===== config.mk =====
export PLATFORM = sky130hd
export DESIGN_NAME = dot_prod_acc
export DESIGN_NICKNAME = d
export VERILOG_FILES = /design/src/rtl/mult_pkg.sv /design/src/rtl/dot_prod_acc_sat_add.sv /design/src/rtl/dot_prod_acc.sv
export SDC_FILE = /design/constraint.sdc
export NUM_CORES = 1
export LEC_CHECK = 0
export CAP_MARGIN = 20
export CORE_MARGIN = 4
export CORE_UTILIZATION = 45
export CTS_CLUSTER_SIZE = 20
export DETAILED_ROUTE_END_ITERATION = 8
export GPL_TIMING_DRIVEN = 1
export HOLD_SLACK_MARGIN = 0.06
export PLACE_DENSITY = 0.83
export SYNTH_ARGS = -nofsm -noshare
export SYNTH_HDL_FRONTEND = slang
export SYNTH_SLANG_ARGS = --single-unit

===== constraint.sdc =====
create_clock -name clk -period 4.13 [get_ports clk]
set_input_delay 1.0325 -clock clk [delete_from_list [all_inputs] [get_ports clk]]
set_output_delay 1.0325 -clock clk [all_outputs]
set_load 0.05 [all_outputs]

===== src/rtl/mult_pkg.sv =====
// mult_pkg: widths shared by the multiplier and accumulator, plus accumulator state codes.
package mult_pkg;
    localparam int PROD_W = 32;
    localparam int OPER_W = 16;
    localparam logic [1:0] ACC_IDLE  = 2'd0;
    localparam logic [1:0] ACC_ACCUM = 2'd1;
    localparam logic [1:0] ACC_HOLD  = 2'd2;
endpackage


===== src/rtl/dot_prod_acc_sat_add.sv =====
// sat_add: W-bit signed adder with overflow flag.
// DOT_PROD_ACC_SAT_EN clamps the sum on overflow; otherwise the sum wraps.
module sat_add #(
    parameter int W = 40
) (
    input  logic [W-1:0] a_i,
    input  logic [W-1:0] b_i,
    output logic [W-1:0] sum_o,
    output logic         ovf_o
);
    logic [W-1:0] raw;
    assign raw   = a_i + b_i;
    assign ovf_o = (a_i[W-1] == b_i[W-1]) && (raw[W-1] != a_i[W-1]);
`ifdef DOT_PROD_ACC_SAT_EN
    assign sum_o = ovf_o ? (a_i[W-1] ? {1'b1, {(W-1){1'b0}}} : {1'b0, {(W-1){1'b1}}}) : raw;
`else
    assign sum_o = raw;
`endif
endmodule


===== src/rtl/dot_prod_acc.sv =====
// dot_prod_acc: sums a programmed number of signed products and presents the result on valid/ready.
// DOT_PROD_ACC_SAT_EN selects saturating instead of wrapping accumulation.
module dot_prod_acc
    import mult_pkg::*;
#(
    parameter int ACC_W = 40,
    parameter int LEN_W = 8
) (
    input  logic             clk,
    input  logic             rst_n,
    input  logic             start_vec,
    input  logic [LEN_W-1:0] vec_len,
    input  logic [31:0]      p_in,
    input  logic             p_valid,
    output logic [ACC_W-1:0] acc_out,
    output logic             acc_valid,
    input  logic             acc_ready,
    output logic             busy,
    output logic [LEN_W-1:0] term_cnt,
    output logic             ovf,
    output logic             lost
);
    logic [1:0]       state_q, state_d;
    logic [ACC_W-1:0] acc_q, acc_d;
    logic [LEN_W-1:0] rem_q, rem_d, cnt_q, cnt_d;
    logic             ovf_q, ovf_d, lost_q, lost_d;
    logic [ACC_W-1:0] sum;
    logic             sum_ovf;

    sat_add #(.W(ACC_W)) u_add (
        .a_i  (acc_q),
        .b_i  ({{(ACC_W-PROD_W){p_in[PROD_W-1]}}, p_in}),
        .sum_o(sum),
        .ovf_o(sum_ovf)
    );

    always_comb begin
        state_d = state_q;
        acc_d   = acc_q;
        rem_d   = rem_q;
        cnt_d   = cnt_q;
        ovf_d   = ovf_q;
        lost_d  = lost_q | (p_valid && state_q != ACC_ACCUM);
        case (state_q)
            ACC_IDLE: if (start_vec) begin
                acc_d   = '0;
                cnt_d   = '0;
                ovf_d   = 1'b0;
                rem_d   = vec_len;
                state_d = (vec_len == '0) ? ACC_HOLD : ACC_ACCUM;
            end
            ACC_ACCUM: if (p_valid) begin
                acc_d   = sum;
                ovf_d   = ovf_q | sum_ovf;
                cnt_d   = cnt_q + 1'b1;
                rem_d   = rem_q - 1'b1;
                state_d = (rem_q == LEN_W'(1)) ? ACC_HOLD : ACC_ACCUM;
            end
            ACC_HOLD: state_d = acc_ready ? ACC_IDLE : ACC_HOLD;
            default:  state_d = ACC_IDLE;
        endcase
    end

    always_ff @(posedge clk) begin
        if (!rst_n) begin
            state_q <= ACC_IDLE;
            acc_q   <= '0;
            rem_q   <= '0;
            cnt_q   <= '0;
            ovf_q   <= 1'b0;
            lost_q  <= 1'b0;
        end else begin
            state_q <= state_d;
            acc_q   <= acc_d;
            rem_q   <= rem_d;
            cnt_q   <= cnt_d;
            ovf_q   <= ovf_d;
            lost_q  <= lost_d;
        end
    end

    assign acc_out   = acc_q;
    assign acc_valid = state_q == ACC_HOLD;
    assign busy      = state_q == ACC_ACCUM || state_q == ACC_HOLD;
    assign term_cnt  = cnt_q;
    assign ovf       = ovf_q;
    assign lost      = lost_q;
endmodule

==> results of run 1 <==
## placed cells by master, fill, tap and decap left out, types with 4 or more instances in the layout
cell type,count
o21bai_1,7
a22oi_1,16
nor2_1,28
and3_1,4
clkdlybuf4s50_1,96
buf_4,22
a211oi_1,5
nor3_1,13
inv_1,24
a21oi_1,43
xnor2_1,15
nand4_1,8
a21boi_0,8
a21o_1,21
o21ai_0,45
nand2b_1,5
o211ai_1,5
clkbuf_8,10
ha_1,46
nand3_1,16
nand2_1,56
a32oi_1,4
dfxtp_1,60
a31oi_1,7
nor2b_1,24
or3_1,6
xor2_1,20
o31ai_1,5
## through the flow
stage	setup TNS, ns	hold slack, ns	setup slack [ns]
after floorplan	0	0.449	0.382
after global placement	0	0.466	0.0688
after detailed placement	-0.101	0.472	-0.0588
after CTS	0	0.483	0.287
after global routing	0	0.510	0.0999
final	0	0.481	0.201
## area by class of cell
cell class / count / area (µm²)
Multi-Input combinational cell: 464 / 3170
Clock inverter: 4 / 72.6
Tap cell: 133 / 166
Clock buffer: 12 / 145
Timing Repair Buffer: 118 / 1130
Fill cell: 875 / 3840
Sequential cell: 60 / 1200
Inverter: 24 / 90.1
## cells by family after synthesis
family	Yosys count	synth area share
DFF	60	0.263
AOI/OAI and AO/OA	199	0.292
adders and majority gates	47	0.130
xor gates and xnor gates	35	0.0671
and+or+nand+nor	180	0.197
muxes	3	0.00685
buffers and inverters	47	0.0438
## metal layers
metal | up-vias | track usage
li1 | 2318 | -
met1 | 2193 | 0.273
met2 | 164 | 0.359
met3 | 22 | 0.0450
met4 | 0 | 0.0794
met5 | - | 0
## flip-flops by register name, summed over array words and instances, names as in the netlist
| register | count |
|---|---|
| rem_q | 8 |
| lost | 1 |
| term_cnt | 8 |
| acc_out | 40 |
| ovf | 1 |
| state_q | 2 |
## worst max-delay path by stage
stage / startpoint / endpoint / slack [ns] / depth (start not counted)
after floorplan: p_in[9] / acc_out[38] / 0.38 / 10
after detailed placement: p_in[6] / acc_out[39] / -0.06 / 11
after CTS: p_in[6] / acc_out[39] / 0.29 / 11
after global placement: p_in[0] / acc_out[38] / 0.07 / 13
final: p_in[6] / acc_out[39] / 0.20 / 11
after global routing: p_in[6] / acc_out[39] / 0.1 / 11
## power groups by stage
| stage | sequential (mW) | combinational [mW] | clock, mW |
|---|---|---|---|
| CTS | 0.700 | 0.948 | 0.611 |
| global route | 0.711 | 1.03 | 0.640 |
| global placement | 0.709 | 0.917 | 0 |
| detailed placement | 0.712 | 0.937 | 0 |
| floorplan | 0.848 | 0.513 | 0 |
| finish | 0.702 | 0.952 | 0.608 |
## worst max-delay path, delay by kind of cell
kind            cells  cell delay [ns]
compound gates      7             2.03
fa+ha+maj           1             0.34
buf+inv             2             0.51
simple gates        1             0.24
==> results_dict.tcl, run 1 <==
set metrics [dict create \
    cts_made_buffers 9 \
    synth-seq-cells 60 \
    grt_max_degree 32 \
    portBuffers 96 \
    cts_tree "yes" \
    dr_total_vias 4697 \
    m1WireLength_mm 5.72 \
    layout.nets 769 \
    wl_met2_mm 5.97 \
    netSwitchingPower_mw 0.883 \
    layout.cells.non_filler 815 \
    hold_class "reg2reg" \
    drc 0 \
    critPathKind "in2reg" \
    rsz0062_at_grt "false" \
    rows 36 \
    htree_levels 3 \
    crit_slowest_cell "a2111oi_0" \
    slew_headroom 0.557 \
    die_w_um 109 \
    synth_fp_nets 663 \
    drive_gt1_frac 0.0733 \
    power_frac_comb 0.421 \
    timing.fmax_mhz 255 \
    hold_viol 0 \
    syn_to_final_growth_pct 30.8 \
    antennaDiodeCount 0 \
    cp-end-kind "register" \
    yosysSeqAreaShare 0.263 \
    min_path_cells 2 \
    maxUsedRoutingLayer "met4" \
    crit_fanout 3 \
    fin_skew_ns 0.00839 \
    synth_cells 571 \
    clk_path_buf_depth 2 \
    hold_start "acc_out[32]" \
    clock-sinks 60 \
    crit_chain "clkdlybuf4s50_1 -> ha_1 -> a2111oi_0 -> inv_1 -> o211ai_1 -> a21oi_1 -> o31ai_1 -> o21ai_0 -> and4_1 -> o21ai_0 -> a22oi_1" \
    start_util 0.465 \
    ys_types 62 \
    r2r_cells 11 \
    cts_resized 0 \
    intPower_mw 1.38 \
    cp-start-kind "input pin" \
    yosys_warnings 0 \
    cts.reportedPaths.clkPinSlew_ns 0.07 \
    wl_per_cell_um 15.5 \
    max-vdd-ir-drop_uv 209 \
    pwr-share-seq 0.310 \
    die_area_um2 11800 \
    r2r_start "state_q[1]" \
    crit_arrival_ns 4.15 \
    met3_length_um 739 \
    worst_pin_slew_ns 0.662 \
    worstSkewPairLatency_ns 0.34 \
    p_sw_frac 0.390 \
    layout_min_cycle_time_ns 3.93 \
    track_usage 0.215 \
    grt_overflow_total 0 \
    final_core_util 0.609 \
    clockRootBuffer "clkbuf_8" \
    syn_area_um2 4570 \
    status "completed" \
    synth_common_cells "dfxtp_1, nand2_1, ha_1, o21ai_0, a21oi_1" \
    wirelength_mm 12.7 \
    grt_pass1_vias 4576 \
    critical_path_required_ns 4.36 \
    die_y_um 109 \
    dp_cells 799 \
    finalPower_mw 2.26 \
    vias_per_cell 5.76 \
    gp_congestion 0.904 \
    r2r_end "acc_out[39]" \
    power_density_nw_per_um2 379 \
    syn_avg_cell_area_um2 8.00 \
    drt-initial-drc-count 246 \
    ctsHoldBuffers 0 \
    reg2reg_setup_slack_ns 0.99 \
    synth_top_cell_area_share 0.263 \
    max-cap-violations 0 \
    cp_common_cell "o21ai_0" \
    hold_end "acc_out[32]" \
    drtPass1Iterations 5 \
    io_pins 97 \
    post-synth-top-count-cell "dfxtp_1" \
    async_reset_ff_frac 0 \
    postCtsSetupBuffers 0 \
    synth_ff_type "dfxtp_1" \
    p_leak_nw 2.53 \
    antenna_found_initial 0 \
    grt_pass1_wl_mm 20.8 \
    ant_nets 0 \
    place_area_um2 5760 \
    synth_area_leaders "dfxtp_1, ha_1, o21ai_0" \
    synth_top_cell_by_area "dfxtp_1" \
    slowest_delay_ns 0.62 \
    finalSetupViolCount 0 \
    maxSlewViolCount 0 \
    p_clk_frac 0.269 \
    post-route-period-util 0.951 \
    dp_hpwl_mm 9.53 \
    synth_edf_count 0 \
    design_area_um2 5980 \
    core-area_um2 9820 \
]
No activity file was read; power rests on OpenSTA's default activity.
==> run 2, diff against run 1 <==
--- a/config.mk
+++ b/config.mk
@@ -10,7 +10,7 @@
 export CORE_UTILIZATION = 45
 export CTS_CLUSTER_SIZE = 20
 export DETAILED_ROUTE_END_ITERATION = 8
-export GPL_TIMING_DRIVEN = 1
+export GPL_TIMING_DRIVEN = 0
 export HOLD_SLACK_MARGIN = 0.06
 export PLACE_DENSITY = 0.83
 export SYNTH_ARGS = -nofsm -noshare
==> run 2 against run 1 <==
Net effect:
- die area is the same
- register-to-register slack worse by 0.20 ns
- final area down 0.59%
- largest power group unchanged
==> results_dict.tcl, run 2 (same netlist as run 1, synthesis figures left out) <==
set metrics [dict create \
    clk_path_buf_depth 2 \
    critical_path_required_ns 4.37 \
    r2r_cells 12 \
    r2r_end "acc_out[38]" \
    post-route-period-util 0.990 \
    largest_reg_flops 40 \
    r2r_start "acc_out[0]" \
    portBuffers 95 \
    ant_nets 0 \
    netSwitchingPower_mw 0.899 \
    layout.nets 771 \
    ctsHoldBuffers 0 \
    vias_per_cell 5.79 \
    cp-end-kind "register" \
    grt_pass1_vias 4450 \
    die_y_um 109 \
    wl_per_cell_um 16.3 \
    worst_slack_ns 0.0430 \
    die_w_um 109 \
    seq_area_um2 1200 \
    pre_cts_ws_ns -0.313 \
    power_density_nw_per_um2 381 \
    status "completed" \
    cts.reportedPaths.clkPinSlew_ns 0.07 \
    hold_end "acc_out[34]" \
    fill_cells 895 \
    dp_cells 799 \
    p_sw_frac 0.397 \
    wirelength_mm 13.3 \
    layout_min_cycle_time_ns 4.09 \
    crit_arrival_ns 4.32 \
    syn_to_final_growth_pct 30.0 \
    grt_overflow_total 0 \
    dr_total_vias 4732 \
    timing.fmax_mhz 245 \
    pwr-share-seq 0.310 \
    grt_max_degree 12 \
    drc 0 \
    clockRootBuffer "clkbuf_8" \
    rows 36 \
    p_clk_frac 0.272 \
    cts_made_buffers 9 \
    drtPass1Iterations 5 \
    hold_viol 0 \
    intPower_mw 1.36 \
    max-vdd-ir-drop_uv 199 \
    mostFrequentLayoutCells "clkdlybuf4s50_1, dfxtp_1, nand2_1" \
    min_path_cells 2 \
    p_leak_nw 2.47 \
    worst_pin_slew_ns 0.625 \
    final_common_cell "clkdlybuf4s50_1" \
    die_area_um2 11800 \
    track_usage 0.224 \
    layout.cells.non_filler 817 \
    multi_input_area_um2 3180 \
    start_util 0.465 \
    maxSlewViolCount 0 \
    core-area_um2 9820 \
    cts_tree "yes" \
    gp_congestion 0.923 \
    htree_levels 3 \
    slew_headroom 0.583 \
    crit_fanout 4 \
    reg2reg_setup_slack_ns 0.79 \
    worstSkewPairLatency_ns 0.35 \
    drt-initial-drc-count 230 \
    critPathKind "in2reg" \
    cp-start-kind "input pin" \
    power_frac_comb 0.418 \
    fin_skew_ns 0.0107 \
    max-cap-violations 0 \
    hold_class "reg2reg" \
    antennaDiodeCount 0 \
    io_pins 97 \
    clock-sinks 60 \
    dp_hpwl_mm 10.1 \
    antenna_found_initial 0 \
    grt_pass1_wl_mm 21.1 \
    hold_start "acc_out[34]" \
    drive_gt1_frac 0.0526 \
    finalSetupViolCount 0 \
]
==> run 2: cell types whose count changed in the layout (fill, tap and decap cells not counted), moves of 2 or more <==
cell | previous run | this run
buf_4 | 22 | 3
clkbuf_1 | 2 | 19
clkbuf_8 | 10 | 12
clkinvlp_4 | 1 | 3
==> run 2: final cells by class <==
cell class	count	area share
inverters	24	0.0152
flip-flops and latches	60	0.202
clock inverters	6	0.0147
plain buffers	23	0.0185
multi-input cells	464	0.536
clock buffers	10	0.0232
well taps	133	0.0280
repair buffers	97	0.163
==> run 2: timing repair <==
| action | CTS | global route |
|---|---|---|
| endpoints found under the hold margin | 0 | 0 |
| resized for setup | 0 | 3 |
| endpoints found under the setup margin | 0 | 3 |
| setup buffers | 0 | 2 |
==> run 2: worst max path at each step <==
stage          startpoint  slack, ns  cells after the start          end
6_report          p_in[0]       0.04                     13  acc_out[38]
5_1_grt           p_in[0]      -0.04                     13  acc_out[38]
4_1_cts           p_in[9]       0.02                     11  acc_out[38]
3_5_place_dp      p_in[9]      -0.31                     11  acc_out[38]
3_3_place_gp      p_in[9]      -0.30                     11  acc_out[38]
2_1_floorplan     p_in[9]       0.38                     10  acc_out[38]
==> run 2: metal layers <==
metal  track usage  routed length (µm)
met5             0                   0
met3        0.0355                 933
met4        0.0794                 193
met1         0.295                5880
met2         0.371                6330
==> run 2: power by group through the flow <==
stage	Clock [mW]	Sequential, mW	Combinational [mW]
detailed placement	0	0.711	0.929
floorplan	0	0.848	0.513
global route	0.654	0.708	1.02
finish	0.614	0.701	0.946
global placement	0	0.708	0.910
CTS	0.621	0.699	0.934
==> run 2: critical path: stages <==
cell	delay (ns)
clkdlybuf4s50_1	0.46
ha_1	0.19
inv_1	0.06
fa_1	0.42
nor2b_2	0.16
o31ai_1	0.15
a21o_1	0.27
a311oi_4	0.39
a211oi_2	0.16
or3b_1	0.40
a21bo_1	0.19
a21o_1	0.18
a32o_1	0.25
==> run 2: through the flow <==
| stage | hold slack, ns | utilization | power (mW) | cell area (µm²) | TNS (ns) |
|---|---|---|---|---|---|
| after floorplan | 0.449 | - | 1.36 | 4570 | 0 |
| after global placement | 0.470 | 0.579 | 1.62 | 5690 | -0.420 |
| after detailed placement | 0.477 | 0.579 | 1.64 | 5690 | -0.744 |
| after CTS | 0.488 | 0.602 | 2.25 | 5910 | 0 |
| after global routing | 0.522 | 0.605 | 2.39 | 5940 | -0.0431 |
| final | 0.486 | 0.605 | 2.26 | 5940 | 0 |
==> run 3, diff against run 2 <==
--- a/config.mk
+++ b/config.mk
@@ -6,6 +6,7 @@
 export NUM_CORES = 1
 export LEC_CHECK = 0
 export CAP_MARGIN = 20
+export CORE_ASPECT_RATIO = 0.9
 export CORE_MARGIN = 4
 export CORE_UTILIZATION = 45
 export CTS_CLUSTER_SIZE = 20
==> constraint.sdc (replaced) <==
create_clock -name clk -period 5.2 [get_ports clk]
set_input_delay 1.3 -clock clk [delete_from_list [all_inputs] [get_ports clk]]
set_output_delay 1.3 -clock clk [all_outputs]
set_load 0.05 [all_outputs]
==> run 3 against run 2 <==
Net effect:
- wire length down 1.5%
- register-to-register slack better by 1.1 ns
- clock power fell by 13%
- sequential cell count unchanged
- global-route usage is 0.10 points higher
- worst hold slack got worse by 0.012 ns
- first-iteration DRC count is 54% higher
- die area about the same
- power down 19%
==> results_dict.tcl, run 3 (same netlist as run 1, synthesis figures left out) <==
set metrics [dict create \
    status "completed" \
    io_pins 97 \
    cts_made_buffers 9 \
    place_area_um2 5680 \
    drt-initial-drc-count 354 \
    antennaDiodeCount 0 \
    final_core_util 0.607 \
    worst_pin_slew_ns 0.653 \
    crit_fanout 6 \
    grt_max_degree 11 \
    die_y_um 104 \
    fin_skew_ns 0.00689 \
    critical_path_required_ns 5.41 \
    r2r_end "acc_out[38]" \
    vias_per_cell 5.78 \
    setup.worst_path.start "p_in[0]" \
    grt_pass1_vias 4644 \
    tns_ns 0 \
    finalSetupViolCount 0 \
    htree_levels 3 \
    core-area_um2 9780 \
    worstSkewPairLatency_ns 0.33 \
    ant_nets 0 \
    die_area_um2 11800 \
    r2r_start "acc_out[0]" \
    gp_congestion 0.927 \
    rsz0062_at_grt "false" \
    syn_to_final_growth_pct 29.9 \
    clock-sinks 60 \
    design_area_um2 5940 \
    grt_pass1_wl_mm 22.1 \
    power_density_nw_per_um2 309 \
    crit_arrival_ns 4.65 \
    start_util 0.467 \
    cts_resized 0 \
    hold_end "ovf" \
    max-vdd-ir-drop_uv 164 \
    cp-end-kind "register" \
    critPathKind "in2reg" \
    post-route-period-util 0.854 \
    maxSlewViolCount 0 \
    track_usage 0.225 \
    layout_min_cycle_time_ns 4.44 \
    die_w_um 114 \
    cp-start-kind "input pin" \
    cts.reportedPaths.clkPinSlew_ns 0.05 \
    hold_viol 0 \
    dp_hpwl_mm 10.1 \
    drtPass1Iterations 5 \
    hold_start "ovf" \
    timing.fmax_mhz 225 \
    postCtsSetupBuffers 0 \
    drc 0 \
    cts_tree "yes" \
    drive_gt1_frac 0.0412 \
    max-cap-violations 0 \
    layout.nets 769 \
    r2r_cells 12 \
    antenna_found_initial 0 \
    reg2reg_setup_slack_ns 1.84 \
    wl_per_cell_um 16.3 \
    largest_reg_flops 40 \
    p_leak_nw 2.49 \
    final_common_cell "clkdlybuf4s50_1" \
    clk_path_buf_depth 2 \
    grt_overflow_total 0 \
    wirelength_mm 13.1 \
    min_path_cells 2 \
    mostFrequentLayoutCells "clkdlybuf4s50_1, dfxtp_1, nand2_1" \
    ctsHoldBuffers 0 \
    rows 34 \
    slew_headroom 0.564 \
    portBuffers 95 \
    dr_total_vias 4661 \
    hold_class "reg2reg" \
    clockRootBuffer "clkbuf_16" \
]
[run 3: through the flow]
step                hold slack, ns  std cells  total power [mW]  setup slack (ns)
CTS                          0.475        806              1.84             0.817
global route                 0.517        806              1.94             0.562
detailed placement           0.467        792              1.30             0.475
floorplan                    0.449        571              1.08              1.18
global placement             0.463        792              1.28             0.529
finish                       0.474        806              1.83             0.762
[run 3: worst max-delay path by stage]
stage,end,cells after the start
2_1_floorplan,acc_out[38],10
3_3_place_gp,acc_out[38],13
3_5_place_dp,acc_out[38],13
4_1_cts,acc_out[38],13
5_1_grt,acc_out[39],11
6_report,acc_out[38],13
[run 3: per-layer routing]
layer	part of all wire	routed length, µm	track usage	up-vias
met2	0.47	6160	0.360	149
met3	0.052	687	0.0501	27
met1	0.46	5980	0.295	2175
met4	0.024	314	0.0806	0
met5	0	0	0	-
li1	-	-	-	2310
[run 3: final cells by class]
type / instances / area [µm²]
tap: 126 / 158
buffer: 23 / 110
clock buffer: 11 / 243
timing repair buffer: 95 / 951
sequential: 60 / 1200
fill: 908 / 3850
inverter: 24 / 90.1
multi-input combinational: 464 / 3170
clock inverter: 3 / 15.0
[run 3: power by group]
group / switching (mW) / internal (mW) / total, mW
Sequential: 0.0464 / 0.509 / 0.556
Combinational: 0.455 / 0.291 / 0.746
Clock: 0.205 / 0.327 / 0.533
[run 3: worst max-delay path, cell delays in order]
cell and delay (ns):
clkdlybuf4s50_1 0.46, ha_1 0.19, inv_1 0.06, fa_1 0.41
nor2b_1 0.21, o31ai_1 0.17, a21o_1 0.24, a311oi_4 0.42
a211oi_2 0.17, or3b_1 0.40, a21bo_1 0.19, a21o_1 0.18
a32o_1 0.24
